`config.mk`:
```
export PLATFORM = sky130hd
export DESIGN_NAME = gcd_engine
export DESIGN_NICKNAME = d
export VERILOG_FILES = /design/src/rtl/gcd_engine.sv
export SDC_FILE = /design/constraint.sdc
export NUM_CORES = 1
export LEC_CHECK = 0
export ABC_AREA = 0
export CORE_MARGIN = 8
export CORE_UTILIZATION = 40
export CTS_CLUSTER_DIAMETER = 100
export DETAILED_ROUTE_END_ITERATION = 8
export PLACE_DENSITY_LB_ADDON = 0.12
export SLEW_MARGIN = 15
export SYNTH_ARGS = -nofsm -noshare
export SYNTH_HDL_FRONTEND = slang
export SYNTH_SLANG_ARGS = --single-unit
```
`constraint.sdc`:
```
create_clock -name clk_i -period 4.2 [get_ports clk_i]
set_input_delay 1.26 -clock clk_i [delete_from_list [all_inputs] [get_ports clk_i]]
set_output_delay 1.26 -clock clk_i [all_outputs]
set_load 0.005 [all_outputs]
```
`src/rtl/gcd_engine.sv`:
```
// rtl/gcd_engine.sv - single-transaction binary (Stein) GCD engine with valid/ready ports
module gcd_engine #(
    parameter int DATA_WIDTH = 8
) (
    input  logic                  clk_i,
    input  logic                  rst_i,
    input  logic                  in_valid_i,
    output logic                  in_ready_o,
    input  logic [DATA_WIDTH-1:0] a_i,
    input  logic [DATA_WIDTH-1:0] b_i,
    output logic                  out_valid_o,
    input  logic                  out_ready_i,
    output logic [DATA_WIDTH-1:0] res_o,
    output logic                  busy_o,
    output logic [DATA_WIDTH:0]   iter_o
);

    // Width of the common power-of-two counter k, derived from DATA_WIDTH.
    localparam int SHIFT_W = $clog2(DATA_WIDTH) + 1;

    typedef enum logic [2:0] {
        S_IDLE   = 3'd0,
        S_ZCHK   = 3'd1,
        S_COMMON = 3'd2,
        S_LOOP   = 3'd3,
        S_DONE   = 3'd4
    } state_t;

    state_t                state_q, state_d;
    logic [DATA_WIDTH-1:0] a_q, a_d;
    logic [DATA_WIDTH-1:0] b_q, b_d;
    logic [SHIFT_W-1:0]    k_q, k_d;
    logic [DATA_WIDTH:0]   cnt_q, cnt_d;
    logic [DATA_WIDTH-1:0] res_q, res_d;
    logic [DATA_WIDTH:0]   iter_q, iter_d;

    logic                  both_even;
    logic [DATA_WIDTH:0]   cnt_inc;

    assign both_even = ~a_q[0] & ~b_q[0];
    // Iteration counter saturates at all-ones instead of wrapping.
    assign cnt_inc   = (cnt_q == {(DATA_WIDTH+1){1'b1}}) ? cnt_q : cnt_q + 1'b1;

    // State register; reset aborts any transaction in flight.
    always_ff @(posedge clk_i or posedge rst_i) begin
        if (rst_i) begin
            state_q <= S_IDLE;
        end else begin
            state_q <= state_d;
        end
    end

    // Next-state selection.
    always_comb begin
        state_d = state_q;
        case (state_q)
            S_IDLE: begin
                if (in_valid_i) begin
                    state_d = S_ZCHK;
                end
            end
            S_ZCHK: begin
                if ((a_q == '0) || (b_q == '0)) begin
                    state_d = S_DONE;
                end else begin
                    state_d = S_COMMON;
                end
            end
            S_COMMON: begin
                if (!both_even) begin
                    state_d = S_LOOP;
                end
            end
            S_LOOP: begin
                if (b_q == '0) begin
                    state_d = S_DONE;
                end
            end
            S_DONE: begin
                if (out_ready_i) begin
                    state_d = S_IDLE;
                end
            end
            default: state_d = S_IDLE;
        endcase
    end

    // Handshake and status outputs depend on registered state only.
    always_comb begin
        in_ready_o  = (state_q == S_IDLE);
        out_valid_o = (state_q == S_DONE);
        busy_o      = (state_q != S_IDLE);
    end

    // Datapath next values: one Stein step per cycle.
    always_comb begin
        a_d    = a_q;
        b_d    = b_q;
        k_d    = k_q;
        cnt_d  = cnt_q;
        res_d  = res_q;
        iter_d = iter_q;
        case (state_q)
            S_IDLE: begin
                if (in_valid_i) begin
                    a_d   = a_i;
                    b_d   = b_i;
                    k_d   = '0;
                    cnt_d = '0;
                end
            end
            S_ZCHK: begin
                if (a_q == '0) begin
                    res_d  = b_q;
                    iter_d = cnt_q;
                end else if (b_q == '0) begin
                    res_d  = a_q;
                    iter_d = cnt_q;
                end
            end
            S_COMMON: begin
                cnt_d = cnt_inc;
                if (both_even) begin
                    a_d = a_q >> 1;
                    b_d = b_q >> 1;
                    k_d = k_q + 1'b1;
                end
            end
            S_LOOP: begin
                cnt_d = cnt_inc;
                if (b_q == '0) begin
                    // a<<k divides both operands, so it always fits.
                    res_d  = a_q << k_q;
                    iter_d = cnt_inc;
                end else if (!a_q[0]) begin
                    a_d = a_q >> 1;
                end else if (!b_q[0]) begin
                    b_d = b_q >> 1;
                end else if (a_q > b_q) begin
                    a_d = b_q;
                    b_d = a_q - b_q;
                end else begin
                    b_d = b_q - a_q;
                end
            end
            default: begin
            end
        endcase
    end

    // Datapath registers; res and iter only change on entry to DONE.
    always_ff @(posedge clk_i or posedge rst_i) begin
        if (rst_i) begin
            a_q    <= '0;
            b_q    <= '0;
            k_q    <= '0;
            cnt_q  <= '0;
            res_q  <= '0;
            iter_q <= '0;
        end else begin
            a_q    <= a_d;
            b_q    <= b_d;
            k_q    <= k_d;
            cnt_q  <= cnt_d;
            res_q  <= res_d;
            iter_q <= iter_d;
        end
    end

    assign res_o  = res_q;
    assign iter_o = iter_q;

endmodule

```
==> impl_results.md <==
- Status: complete, no violations
- Worst Skew: 0.0104 ns
- R2R cell count: 9
- RSZ-0062 raised after global routing: false
- Most frequent cells in the layout: a21oi_1 (58), nand2_1 (57), dfrtp_1 (49)
- Post-layout util: 46.9%
- FMAX: 0.311 GHz
- Clock latency at the later pin of the worst-skew pair: just over 0.3 ns
- Final WL: ~10000 um
- CTS tree: built
- Setup ws final: 0.984 ns
- Min cycle time layout: 3.22 ns
- Largest stage delay, worst path: 0.63 ns
- Seq/Total Area, Yosys: 34.2%
- Commonest non-fill, non-tap cell in the layout: a21oi_1
- Syn Inst Count: 434
- Die height: 111 um
- Initial DRC Count: 208
- Cell Int Power: 0.00171 W
- Clk pwr share: 8.5%
- Largest net degree at the start of global routing: 50
- Synthesis-to-finish area growth: 14.1%
- Nets: 499
- Final Cycle Share: 76.6%
- Cells on Worst Hold Path: 1
- Drt pass-1 iters: 5
- Crit path max fanout: 20
- Proportion of layout cells with a drive suffix above 1: under 10%
- Final setup fails: 0
- Setup bufs post-CTS: 0
- Netlist cell types: 58
- TritonCTS buffer count: 5
- Slew Limit Fails: 0
- Final instance area: 0.00409 mm^2
- Antenna-violating nets left: 0
- Synth Cell Area: 0.00359 mm^2
- Slew @ Worst Pin: 1.03 ns
- Reg clk slew, reported paths: 0.10 ns
- Post-CTS Resized: 0
- DP HPWL: approximately 7400 um
- Reg power frac: 28.5%
- GRT Overall Usage: 16.0%
- Leak pwr: 1.82 nW
- Clk sinks: 49
- Via density: 5.71
- Worst hold path class: reg2reg
- DRC Markers: 0
- Avg Inst Size Synth: 8.27 um^2
- CP max stage cell: dfrtp_1
- Die width: 111 um
- Worst endpoint required time: 2.94 ns
- Syn Nets: about 480
- Setup crit start kind: flip-flop
- Setup Total Neg Slack: 0 ns
- Total core area: 0.00872 mm^2
- Initial Util: 41.1%
- I/O pin cnt: 40
- Die area: 0.0123 mm^2
- Net Sw Power: 0.00173 W
- First-pass GRT wire length: 16400 um
- Routability cong.: slightly below 0.9
- DP Cell Count: 559
- Total of max-cap violations: 0
- FF+latch count, synth: just under 50
- Buf/Inv on CP: 1
- Top FF cell, synth: dfrtp_1
- DR vias: 3237
- Ys Warns: 0
- Pwr Density: 842 mW/mm^2
- Post-synth EDFFs: 0
- Crit Path Class: reg2out
- Switching part of the total power: between 50 and 60%
- CTS Buffer Depth: 2
- Peak supply drop: between 0.3 and 0.4 mV
- Gr ovfl total: 0
- Htree depth: 2
- Slew headroom: 31.3%
- Ys async rst share: 100%
- Pre-CTS WS: 1.11 ns
- Arr. time, crit path: just under 2 ns
- Fin. Hold Viols: 0
- Rows: 34
- WL/cell: about 18 um
- Crit path cell chain: nor3_1 > clkdlybuf4s50_1
- Final Non-Filler Cells: roughly 570
- Ant. Diodes: 0
- Dpl cell area: 0.00401 mm^2
- Comb power frac: 63.0%
- Initial antenna violation count: 0
- IO Port Bufs: 39
- Crit-path leading delay family: flip-flops
- Root Buffer: clkbuf_8
- CTS Hold Bufs: 0
- CP Capture Type: output port
- Vias in the first global route: 3063
- Levels on crit path: 2
-- state kept, by name, indices dropped and copies added, names as in the netlist --
name and cells:
a_q 8, cnt_q 9, res_o 8, k_q 4, state_q 3, b_q 8
iter_o 9
-- final cells by class --
type	instances	area (um^2)
Fill cell	880	4630
Multi-Input combinational cell	330	2110
Sequential cell	49	1230
Timing Repair Buffer	43	420
Tap cell	108	135
Inverter	29	111
Clock buffer	6	72.6
Clock inverter	2	13.8
-- through the flow --
step	hold slack, ns	total power, W
floorplan	0.474	0.00253
global placement	0.461	0.00311
detailed placement	0.466	0.00315
CTS	0.489	0.00344
global route	0.513	0.00375
finish	0.486	0.00345
-- per-layer routing --
| metal | part of all wire, % | global-route usage [%] | vias to the layer above |
|---|---|---|---|
| met5 | 0 | 0 | - |
| met4 | 1.0 | 3.87 | 0 |
| met3 | 6.5 | 3.95 | 10 |
| li1 | - | - | 1597 |
| met2 | 43 | 23.7 | 104 |
| met1 | 49 | 22.6 | 1526 |
-- power groups by stage --
stage               clock network (W)  registers, W  logic [W]
finish                       0.000292      0.000983    0.00217
global route                 0.000316       0.00102    0.00241
CTS                          0.000299      0.000980    0.00216
detailed placement                  0      0.000990    0.00216
global placement                    0      0.000981    0.00212
floorplan                           0      0.000834    0.00170
-- synthesized netlist by cell type, types with 9 or more instances --
cell type | count | area share [%]
buf_2 | 9 | 1.3
ha_1 | 19 | 6.6
dfrtp_1 | 49 | 34
nand2_1 | 57 | 6.0
mux2i_1 | 12 | 3.3
inv_1 | 28 | 2.9
o21ai_0 | 14 | 2.0
clkbuf_1 | 11 | 1.2
nand3_1 | 16 | 2.2
nor2_1 | 25 | 2.6
a21oi_1 | 58 | 8.1
o21ai_1 | 29 | 4.0
-- worst paths after layout --
path | startpoint | endpoint | slack [ns]
worst max-delay path | state_q[0] | in_ready_o | 0.98
worst min-delay path | iter_o[5] | iter_o[5] | 0.49
worst max register to register | a_q[4] | a_q[4] | 1.19
worst min register to register | iter_o[5] | iter_o[5] | 0.49
max in group asynchronous | rst_i | k_q[1] | 2.05
min in group asynchronous | rst_i | iter_o[3] | 1.51
-- worst register-to-register path, delay by kind of cell (launching register included) --
family,cells,cell delay [ns]
compound gates,4,1.06
flops,1,0.55
fa+ha+maj,1,0.50
simple gates,2,0.43
buf+inv,2,0.32
-- cell families after synthesis --
kind of cell,synth area share [%]
adders and majority gates,7.74
xor gates and xnor gates,2.93
muxes,6.17
AOI/OAI and AO/OA,24.7
DFF,34.2
buffers and inverters,6.87
and+or+nand+nor,17.4
Note: power is estimated with default switching activity, not from simulation.
